<file path="src/rtl/nf10_osnt_gen_pkg.sv">
// Shared definitions for the OSNT generator TX path: packet FSM encoding,
// lane geometry and the lane-insert helper used by the timestamp inserter.
package nf10_osnt_gen_pkg;

    localparam int LANE_W         = 64;
    localparam int LANES_PER_BEAT = 4;
    localparam int BEAT_W         = LANE_W * LANES_PER_BEAT;
    localparam int BEAT_CNT_W     = 8;

    localparam logic [BEAT_CNT_W-1:0] BEAT_CNT_MAX = 8'hFF;

    typedef enum logic [0:0] {
        ST_SOP  = 1'b0,
        ST_BODY = 1'b1
    } pkt_state_e;

    // Overwrite one 64-bit lane; stamp bit 0 lands on bit LANE_W*lane.
    function automatic logic [BEAT_W-1:0] stamp_lane(
        input logic [BEAT_W-1:0] data,
        input logic [1:0]        lane,
        input logic [LANE_W-1:0] stamp
    );
        logic [BEAT_W-1:0] res;
        res = data;
        for (int l = 0; l < LANES_PER_BEAT; l++) begin
            if (lane == l[1:0]) begin
                res[l*LANE_W +: LANE_W] = stamp;
            end
        end
        return res;
    endfunction

endpackage

</file>
<file path="src/rtl/axis_reg_slice.sv">
// One-deep AXI4-Stream register slice: a beat accepted on s_* appears on m_*
// the next cycle and stays stable until m_tready takes it.
module axis_reg_slice #(
    parameter int DATA_W = 256,
    parameter int STRB_W = 32,
    parameter int USER_W = 128
) (
    input  logic              clk,
    input  logic              rst_n,
    input  logic              sw_rst,

    input  logic [DATA_W-1:0] s_tdata,
    input  logic [STRB_W-1:0] s_tstrb,
    input  logic [USER_W-1:0] s_tuser,
    input  logic              s_tlast,
    input  logic              s_tvalid,
    output logic              s_tready,

    output logic [DATA_W-1:0] m_tdata,
    output logic [STRB_W-1:0] m_tstrb,
    output logic [USER_W-1:0] m_tuser,
    output logic              m_tlast,
    output logic              m_tvalid,
    input  logic              m_tready
);

    logic [DATA_W-1:0] tdata_q,  tdata_d;
    logic [STRB_W-1:0] tstrb_q,  tstrb_d;
    logic [USER_W-1:0] tuser_q,  tuser_d;
    logic              tlast_q,  tlast_d;
    logic              tvalid_q, tvalid_d;

    // Refill in the same cycle the held beat drains, so no bubble under ready.
    assign s_tready = !tvalid_q || m_tready;

    always_comb begin
        tdata_d  = tdata_q;
        tstrb_d  = tstrb_q;
        tuser_d  = tuser_q;
        tlast_d  = tlast_q;
        tvalid_d = tvalid_q;
        if (sw_rst) begin
            tdata_d  = '0;
            tstrb_d  = '0;
            tuser_d  = '0;
            tlast_d  = 1'b0;
            tvalid_d = 1'b0;
        end else if (s_tvalid && s_tready) begin
            tdata_d  = s_tdata;
            tstrb_d  = s_tstrb;
            tuser_d  = s_tuser;
            tlast_d  = s_tlast;
            tvalid_d = 1'b1;
        end else if (m_tready) begin
            tvalid_d = 1'b0;
        end
    end

    always_ff @(posedge clk or negedge rst_n) begin
        if (!rst_n) begin
            tdata_q  <= '0;
            tstrb_q  <= '0;
            tuser_q  <= '0;
            tlast_q  <= 1'b0;
            tvalid_q <= 1'b0;
        end else begin
            tdata_q  <= tdata_d;
            tstrb_q  <= tstrb_d;
            tuser_q  <= tuser_d;
            tlast_q  <= tlast_d;
            tvalid_q <= tvalid_d;
        end
    end

    assign m_tdata  = tdata_q;
    assign m_tstrb  = tstrb_q;
    assign m_tuser  = tuser_q;
    assign m_tlast  = tlast_q;
    assign m_tvalid = tvalid_q;

endmodule

</file>
<file path="src/rtl/tx_timestamp_inserter.sv">
// TX timestamp inserter: writes the SOP-time stamp_counter into a chosen
// 64-bit lane of each packet on its way to the MAC, with stamped/missed stats.
module tx_timestamp_inserter
    import nf10_osnt_gen_pkg::*;
#(
    parameter int C_M_AXIS_DATA_WIDTH  = 256,
    parameter int C_S_AXIS_DATA_WIDTH  = 256,
    parameter int C_M_AXIS_TUSER_WIDTH = 128,
    parameter int C_S_AXIS_TUSER_WIDTH = 128,
    parameter int C_S_AXI_DATA_WIDTH   = 32
) (
    input  logic                              axi_aclk,
    input  logic                              axi_aresetn,

    input  logic [C_S_AXIS_DATA_WIDTH-1:0]    s_axis_tdata,
    input  logic [C_S_AXIS_DATA_WIDTH/8-1:0]  s_axis_tstrb,
    input  logic [C_S_AXIS_TUSER_WIDTH-1:0]   s_axis_tuser,
    input  logic                              s_axis_tvalid,
    input  logic                              s_axis_tlast,
    output logic                              s_axis_tready,

    output logic [C_M_AXIS_DATA_WIDTH-1:0]    m_axis_tdata,
    output logic [C_M_AXIS_DATA_WIDTH/8-1:0]  m_axis_tstrb,
    output logic [C_M_AXIS_TUSER_WIDTH-1:0]   m_axis_tuser,
    output logic                              m_axis_tvalid,
    output logic                              m_axis_tlast,
    input  logic                              m_axis_tready,

    input  logic                              sw_rst,
    input  logic                              ts_en,
    input  logic [7:0]                        ts_pos,
    input  logic [63:0]                       stamp_counter,

    output logic [C_S_AXI_DATA_WIDTH-1:0]     stamped_cnt,
    output logic [C_S_AXI_DATA_WIDTH-1:0]     missed_cnt,
    output logic                              dbg_state
);

    localparam logic [C_S_AXI_DATA_WIDTH-1:0] CNT_ONE = 1;

    // Handshake: a beat moves when valid and ready are both high at the rising
    // edge; valid never waits on ready, and payload holds while valid && !ready.
    logic slice_ready;
    logic accept;

    pkt_state_e state_q, state_d;

    logic [BEAT_CNT_W-1:0]         beat_q, beat_d;
    logic [63:0]                   lat_stamp_q, lat_stamp_d;
    logic                          lat_en_q, lat_en_d;
    logic [7:0]                    lat_pos_q, lat_pos_d;
    logic [C_S_AXI_DATA_WIDTH-1:0] stamped_cnt_q, stamped_cnt_d;
    logic [C_S_AXI_DATA_WIDTH-1:0] missed_cnt_q, missed_cnt_d;

    logic                           is_sop;
    logic                           eff_en;
    logic [7:0]                     eff_pos;
    logic [63:0]                    eff_stamp;
    logic                           hit;
    logic                           miss;
    logic [C_S_AXIS_DATA_WIDTH-1:0] stamped_tdata;

    assign s_axis_tready = axi_aresetn && !sw_rst && slice_ready;
    assign accept        = s_axis_tvalid && s_axis_tready;

    always_ff @(posedge axi_aclk or negedge axi_aresetn) begin
        if (!axi_aresetn) begin
            state_q <= ST_SOP;
        end else begin
            state_q <= state_d;
        end
    end

    always_comb begin
        state_d = state_q;
        if (sw_rst) begin
            state_d = ST_SOP;
        end else if (accept) begin
            state_d = s_axis_tlast ? ST_SOP : ST_BODY;
        end
    end

    // The SOP beat uses the live config and counter; later beats the latched copy.
    always_comb begin
        is_sop    = (state_q == ST_SOP);
        eff_en    = is_sop ? ts_en         : lat_en_q;
        eff_pos   = is_sop ? ts_pos        : lat_pos_q;
        eff_stamp = is_sop ? stamp_counter : lat_stamp_q;
        hit       = eff_en && (beat_q == {2'b00, eff_pos[7:2]});
        miss      = eff_en && s_axis_tlast && (beat_q < {2'b00, eff_pos[7:2]});
    end

    assign dbg_state = (state_q == ST_BODY);

    always_comb begin
        stamped_tdata = s_axis_tdata;
        if (hit) begin
            stamped_tdata = stamp_lane(s_axis_tdata, eff_pos[1:0], eff_stamp);
        end
    end

    always_comb begin
        beat_d        = beat_q;
        lat_stamp_d   = lat_stamp_q;
        lat_en_d      = lat_en_q;
        lat_pos_d     = lat_pos_q;
        stamped_cnt_d = stamped_cnt_q;
        missed_cnt_d  = missed_cnt_q;
        if (sw_rst) begin
            beat_d        = '0;
            lat_stamp_d   = '0;
            lat_en_d      = 1'b0;
            lat_pos_d     = '0;
            stamped_cnt_d = '0;
            missed_cnt_d  = '0;
        end else if (accept) begin
            if (is_sop) begin
                lat_stamp_d = stamp_counter;
                lat_en_d    = ts_en;
                lat_pos_d   = ts_pos;
            end
            if (s_axis_tlast) begin
                beat_d = '0;
            end else if (beat_q != BEAT_CNT_MAX) begin
                beat_d = beat_q + 8'd1;
            end
            if (hit) begin
                stamped_cnt_d = stamped_cnt_q + CNT_ONE;
            end
            if (miss) begin
                missed_cnt_d = missed_cnt_q + CNT_ONE;
            end
        end
    end

    always_ff @(posedge axi_aclk or negedge axi_aresetn) begin
        if (!axi_aresetn) begin
            beat_q        <= '0;
            lat_stamp_q   <= '0;
            lat_en_q      <= 1'b0;
            lat_pos_q     <= '0;
            stamped_cnt_q <= '0;
            missed_cnt_q  <= '0;
        end else begin
            beat_q        <= beat_d;
            lat_stamp_q   <= lat_stamp_d;
            lat_en_q      <= lat_en_d;
            lat_pos_q     <= lat_pos_d;
            stamped_cnt_q <= stamped_cnt_d;
            missed_cnt_q  <= missed_cnt_d;
        end
    end

    assign stamped_cnt = stamped_cnt_q;
    assign missed_cnt  = missed_cnt_q;

    axis_reg_slice #(
        .DATA_W (C_S_AXIS_DATA_WIDTH),
        .STRB_W (C_S_AXIS_DATA_WIDTH/8),
        .USER_W (C_S_AXIS_TUSER_WIDTH)
    ) u_out_slice (
        .clk      (axi_aclk),
        .rst_n    (axi_aresetn),
        .sw_rst   (sw_rst),
        .s_tdata  (stamped_tdata),
        .s_tstrb  (s_axis_tstrb),
        .s_tuser  (s_axis_tuser),
        .s_tlast  (s_axis_tlast),
        .s_tvalid (accept),
        .s_tready (slice_ready),
        .m_tdata  (m_axis_tdata),
        .m_tstrb  (m_axis_tstrb),
        .m_tuser  (m_axis_tuser),
        .m_tlast  (m_axis_tlast),
        .m_tvalid (m_axis_tvalid),
        .m_tready (m_axis_tready)
    );

endmodule

</file>
<file path="config.mk">
export PLATFORM = sky130hd
export DESIGN_NAME = tx_timestamp_inserter
export DESIGN_NICKNAME = d
export VERILOG_FILES = /design/src/rtl/nf10_osnt_gen_pkg.sv /design/src/rtl/axis_reg_slice.sv /design/src/rtl/tx_timestamp_inserter.sv
export SDC_FILE = /design/constraint.sdc
export NUM_CORES = 1
export LEC_CHECK = 0
export ABC_AREA = 0
export CORE_AREA = 2 2 380 382
export CTS_CLUSTER_SIZE = 14
export DETAILED_ROUTE_END_ITERATION = 8
export DIE_AREA = 0 0 382 384
export DONT_BUFFER_PORTS = 1
export SLEW_MARGIN = 10
export SYNTH_ARGS = -nofsm -noshare
export SYNTH_HDL_FRONTEND = slang
export SYNTH_SLANG_ARGS = --single-unit
</file>
<file path="constraint.sdc">
create_clock -name axi_aclk -period 4.5 [get_ports axi_aclk]
set_input_delay 0.675 -clock axi_aclk [delete_from_list [all_inputs] [get_ports axi_aclk]]
set_output_delay 0.675 -clock axi_aclk [all_outputs]
set_load 0.01 [all_outputs]
</file>
==> out/results.txt, run 1 <==
Status -> finished clean
Relative slew margins -> 3.80%
Post-CTS Resized -> 0
Synth Net Count -> 2921
VDD IR-drop max -> 0.000384 V
GP Congestion -> 0.855
Part of the cycle the worst path needs -> 82.5%
Root Buffer -> clkbuf_16
Ys async rst share -> 100%
Share of layout cells above drive strength 1 -> 10.1%
YS warnings -> 0
Largest net degree at the start of global routing -> 567
Rows -> 139
Largest area contributor in the netlist -> dfrtp_1
Final WL -> 109000 um
Hold/Removal Path Class -> input port to flip-flop
Yosys cell types -> 51
Top post-synthesis cells by area -> dfrtp_1 58%, nand2_1 8.4%, a22oi_1 7.9%, o22ai_1 6.6%, a21oi_1 4.1%
Routed len/inst -> 25.4 um
CTS Buf Count -> 69
First-pass GRT wire length -> 151000 um
Ys flop type -> dfrtp_1
Number of synthesized flops with an enable pin -> 0
Max-cap violations -> 0
Seq/Total Area, Yosys -> 58.0%
Post-synthesis cell area -> 24300 um^2
Syn Area/Cell -> 10.1 um^2
Antenna Nets Post-Route -> 0
Nets@finish -> 2833
Cell Chain, Critical Path -> mux2_2 > ha_1 > and4_1 > and3_1 > nand4_1 > nor3_1 > nand4_1 > mux2i_1
Chip width -> 382 um
GRT Total Usage -> 14.1%
F_max -> 0.269 GHz
# fillers -> 15600
Initial antenna violation count -> 23
Longest Clk Path Bufs -> 3
Vias in the first global route -> 19600
Port Buf Inserts -> 0
CTS clk-pin slew, worst paths -> 0.06 ns
Worst-path fanout max -> 11
Most frequent CP cell -> nand4_1
RSZ-0062 raised after global routing -> false
Top delay family on crit path -> simple AND/OR/NAND/NOR gates
Non-Filler Instances -> 4296
Crit path launch type -> flip-flop
Worst setup EP type -> flip-flop
Count of state elements after synthesis -> 564
Multi-input logic area -> 9440 um^2
Synth Instances -> 2417
Worst path required time -> 5.02 ns
Core area -> 143000 um^2
Clk_skew -> 0.0313 ns
DIE HEIGHT -> 384 um
Full die area -> 147000 um^2
TritonRoute pass-1 iters -> 6
Area fraction of the dominant cell type after synthesis -> 58.0%
Clock latency at the later pin of the worst-skew pair -> 0.66 ns
CP max stage delay -> 0.70 ns
Arrival time at the worst endpoint -> 4.23 ns
Slowest cell on the critical path -> and3_1
Synth top cells by count -> 564 x dfrtp_1, 543 x nand2_1, 257 x a22oi_1
Buf/Inv on CP -> 0
Cell count after placement -> 4157
Clock Sinks -> 564
Slew Viols, Final -> 0
Most common cell in the synthesized netlist -> dfrtp_1
Starting Density -> 17.0%
Via-to-Cell Ratio -> 4.74
Setup TNS -> 0 ns
Final Setup Violations -> 0
Setup Fix Bufs, Post-CTS -> 0
H-Tree Level Count -> 3
Top-level I/O count -> 979
DR iter-0 viols -> 1825
Min Tclk post-route -> 3.71 ns
GRT overflow -> 0
Pwr Density -> 423 nW/um^2
DRC -> 0
Area Growth Syn to Fin -> 18.7%
Critical path class -> flip-flop to flip-flop
Lkg Pwr -> 11.7 nW
Final hold viol count -> 0
Sequential Area -> 14100 um^2
DP HPWL -> 77700 um
Worst-Margin Slew -> 1.44 ns
CTS tree -> built
DR vias -> 20400
==> state kept, by name, indices dropped and copies added (netlist names), 8 cells and up <==
name	flops
stamped_cnt	32
beat_q	8
u_out_slice.m_tstrb	32
lat_pos_q	8
lat_stamp_q	64
missed_cnt	32
u_out_slice.m_tdata	256
u_out_slice.m_tuser	128
==> per-layer routing <==
metal  global-route usage [%]  share of wire [%]  vias to the layer above  wire, um
met2                     20.7                 44                     1195     47600
li1                         -                  -                     8592         -
met3                     5.30                 10                      257     11300
met4                     6.68                4.4                       16      4830
met5                        0              0.085                        -        93
met1                     18.1                 41                    10300     45200
==> stage by stage <==
step                      setup WS [ns]  utilization, %  area [um^2]  total power [mW]  hold slack (ns)
after CTS                         0.791            20.1        28800              12.3           -0.364
after global routing              0.502            20.2        28900              12.7           0.0517
after global placement            0.838            18.5        26400              6.36            0.393
final                             0.788            20.2        28900              12.2            0.109
after detailed placement          0.766            18.5        26400              6.38            0.396
after floorplan                    1.10               -        24300              6.12            0.379
==> final timing paths <==
check	startpoint	end	slack (ns)	cells after the start
max	dbg_state$_DFFE_PN0P_	stamped_cnt[26]$_DFFE_PN0P_	0.79	8
min	sw_rst	stamped_cnt[10]$_DFFE_PN0P_	0.11	1
max reg2reg	dbg_state$_DFFE_PN0P_	stamped_cnt[26]$_DFFE_PN0P_	0.79	8
min reg2reg	lat_stamp_q[11]$_DFFE_PN0P_	lat_stamp_q[11]$_DFFE_PN0P_	0.47	2
max in group asynchronous	axi_aresetn	u_out_slice.m_tuser[80]$_DFFE_PN0P_	2.56	2
min in group asynchronous	axi_aresetn	u_out_slice.m_tdata[132]$_DFFE_PN0P_	0.16	1
==> area by class of cell <==
cell class | instances | share of cell area, %
inverters | 11 | 0.143
diodes | 14 | 0.121
clock inverters | 31 | 1.56
well taps | 1903 | 8.24
clock buffers | 90 | 6.46
repair buffers | 48 | 1.90
multi-input cells | 1635 | 32.7
flip-flops and latches | 564 | 48.9
==> kinds of logic after synthesis <==
logic type | Yosys count | synth area share [%]
flops | 564 | 58.0
xor+xnor | 39 | 1.40
buf+inv | 218 | 3.49
simple gates | 746 | 13.0
mux | 81 | 3.67
compound gates | 760 | 20.0
fa+ha+maj | 9 | 0.463
==> power by group <==
group	internal (mW)	switching (mW)	total [mW]
combinational	0.287	0.558	0.845
sequential	5.27	0.283	5.56
clock	3.42	2.41	5.83
total	8.98	3.25	12.2
==> worst reg2reg max path, delay by kind of cell, from the launching register on <==
kind,cells,cell delay (ns)
adders and majority gates,1,0.28
DFF,1,0.53
muxes,2,0.53
and+or+nand+nor,5,2.25
==> layout by cell type, fill, tap and decap left out, types with 15 or more instances in the layout <==
cell and count:
buf_4 34, clkbuf_1 15, a21oi_1 201, xnor2_1 30, nor4_1 20, nand2_1 539
mux2_2 66, a22oi_1 257, clkbuf_16 69, nand3_1 29, o21ai_0 17, nand4_1 18
nor2_1 65, mux2i_1 15, dfrtp_1 563, o22ai_1 256
(Power assumes the default switching activity.)
==> inputs of run 2 (changes only) <==
- clock period: 4.5 -> 3.47 ns (I/O delays scaled with it)
==> out/results.txt, run 2 (synthesized netlist as in run 1, its figures left out) <==
Sequential Area -> 14100 um^2
Met3 Use GR -> 5.56%
DP HPWL -> 76800 um
Final Setup Violations -> 0
H-Tree Level Count -> 3
Clk_skew -> 0.0304 ns
DIE HEIGHT -> 384 um
Post-route cell area -> 31400 um^2
CTS Buf Count -> 68
Top-level I/O count -> 979
Clock Sinks -> 564
Met2 GRT Util -> 20.9%
Vias in the first global route -> 21200
VDD IR-drop max -> 0.000379 V
Slew Viols, Final -> 350
Crit path launch type -> input port
Rows -> 139
Cell count after placement -> 4153
Worst-path fanout max -> 265
DR vias -> 21600
Routed len/inst -> 24.2 um
Via-to-Cell Ratio -> 4.73
Lkg Pwr -> 12.7 nW
DR iter-0 viols -> 2334
Core area -> 143000 um^2
Max-cap violations -> 0
Longest Clk Path Bufs -> 3
Area Growth Syn to Fin -> 29.3%
DRC -> 0
Critical path class -> input port to flip-flop
Arrival time at the worst endpoint -> 3.61 ns
Initial antenna violation count -> 35
Most frequent cells in the layout -> 563 x dfrtp_1, 539 x nand2_1, 258 x dlygate4sd3_1
# fillers -> 15300
CTS tree -> built
Full die area -> 147000 um^2
Final hold viol count -> 1
Port Buf Inserts -> 0
Share of layout cells above drive strength 1 -> 9.12%
Setup Fix Bufs, Post-CTS -> 0
Hold/Removal Path Class -> input port to asynchronous set/reset pin
Chip width -> 382 um
GRT overflow -> 0
Root Buffer -> clkbuf_16
CTS clk-pin slew, worst paths -> 0.06 ns
Final WL -> 110000 um
Largest register FFs -> 256
Met1 usage -> 18.0%
RSZ-0062 raised after global routing -> false
TritonRoute pass-1 iters -> 6
Nets@finish -> 3086
Crit path launch -> axi_aresetn
Worst-Margin Slew -> 3.60 ns
Setup TNS -> 0 ns
Antenna Nets Post-Route -> 0
Most common cell after layout, fill and taps aside -> dfrtp_1
Failing checks -> negative hold slack, max-slew violations
Clock latency at the later pin of the worst-skew pair -> 0.65 ns
First-pass GRT wire length -> 154000 um
Starting Density -> 17.0%
GRT Total Usage -> 14.2%
Non-Filler Instances -> 4556
Worst setup EP type -> flip-flop
Reg2Reg Launch Point -> dbg_state$_DFFE_PN0P_
Part of the cycle the worst path needs -> 94.5%
Pwr Density -> 505 nW/um^2
Worst path required time -> 3.80 ns
Relative slew margins -> -140%
Largest net degree at the start of global routing -> 567
Status -> finished with violations
Min Tclk post-route -> 3.28 ns
Multi-input logic area -> 9440 um^2
GP Congestion -> 0.838
Area post-placement -> 26500 um^2
GRT Max-Usage Layer -> met2
Fin util -> 22.0%
WHS -> -0.00283 ns
F_max -> 0.305 GHz
run 2: cell count changes in the layout (fill, tap and decap cells not counted), sizes merged:
cell,change
bufinv,-4
inv,+1
dlygate4sd3,+257
clkbuf,+4
buf,-3
clkinv,-3
clkinvlp,+2
diode,+6
run 2: where the power goes:
group	internal, mW	total (mW)	switching (mW)	leakage, nW
combinational	0.578	1.38	0.804	3.94
sequential	6.84	7.21	0.372	7.71
clock	4.24	7.28	3.04	1.09
total	11.7	15.9	4.22	12.7
run 2: cell type report:
class	count	area share (%)
inverters	11	0.131
clock inverters	27	0.975
well taps	1903	7.57
diodes	20	0.159
multi-input cells	1635	30.0
flip-flops and latches	564	44.9
clock buffers	94	6.17
repair buffers	302	10.1
run 2: stage by stage:
stage	setup slack (ns)	total power, mW
3_3_place_gp	0.385	8.24
4_1_cts	0.354	15.9
5_1_grt	0.117	16.5
2_1_floorplan	0.0740	7.94
6_report	0.189	15.9
3_5_place_dp	0.368	8.27
run 2: critical path, cell delays in order:
cell and delay, ns:
buf_16 0.76, and2_1 0.38, and2_4 0.38, nand4_4 0.25, buf_4 0.30, nor4b_2 0.43, a21o_1 0.17, a21oi_1 0.05
run 2: worst paths after layout:
kind	slack, ns	endpoint	cells after the start
min reg2reg	0.47	lat_stamp_q[51]$_DFFE_PN0P_	2
min in group axi_aclk	0.09	u_out_slice.m_tdata[220]$_DFFE_PN0P_	2
max	0.19	missed_cnt[16]$_DFFE_PN0P_	8
max reg2reg	0.21	u_out_slice.m_tdata[188]$_DFFE_PN0P_	8
max in group asynchronous	1.72	u_out_slice.m_tuser[35]$_DFFE_PN0P_	2
min	-0.003	u_out_slice.m_tdata[23]$_DFFE_PN0P_	1
run 2: layer usage:
| metal | up-vias | part of all wire [%] | routed length, um |
|---|---|---|---|
| met5 | - | 0.20 | 222 |
| li1 | 9096 | - | - |
| met3 | 288 | 11 | 12100 |
| met4 | 24 | 5.0 | 5480 |
| met2 | 1401 | 44 | 48400 |
| met1 | 10800 | 40 | 44000 |
run 2: repair_timing:
item	4_1_cts	5_1_grt
hold buffers	258	1
resized for setup	0	0
hold endpoints to repair	873	9
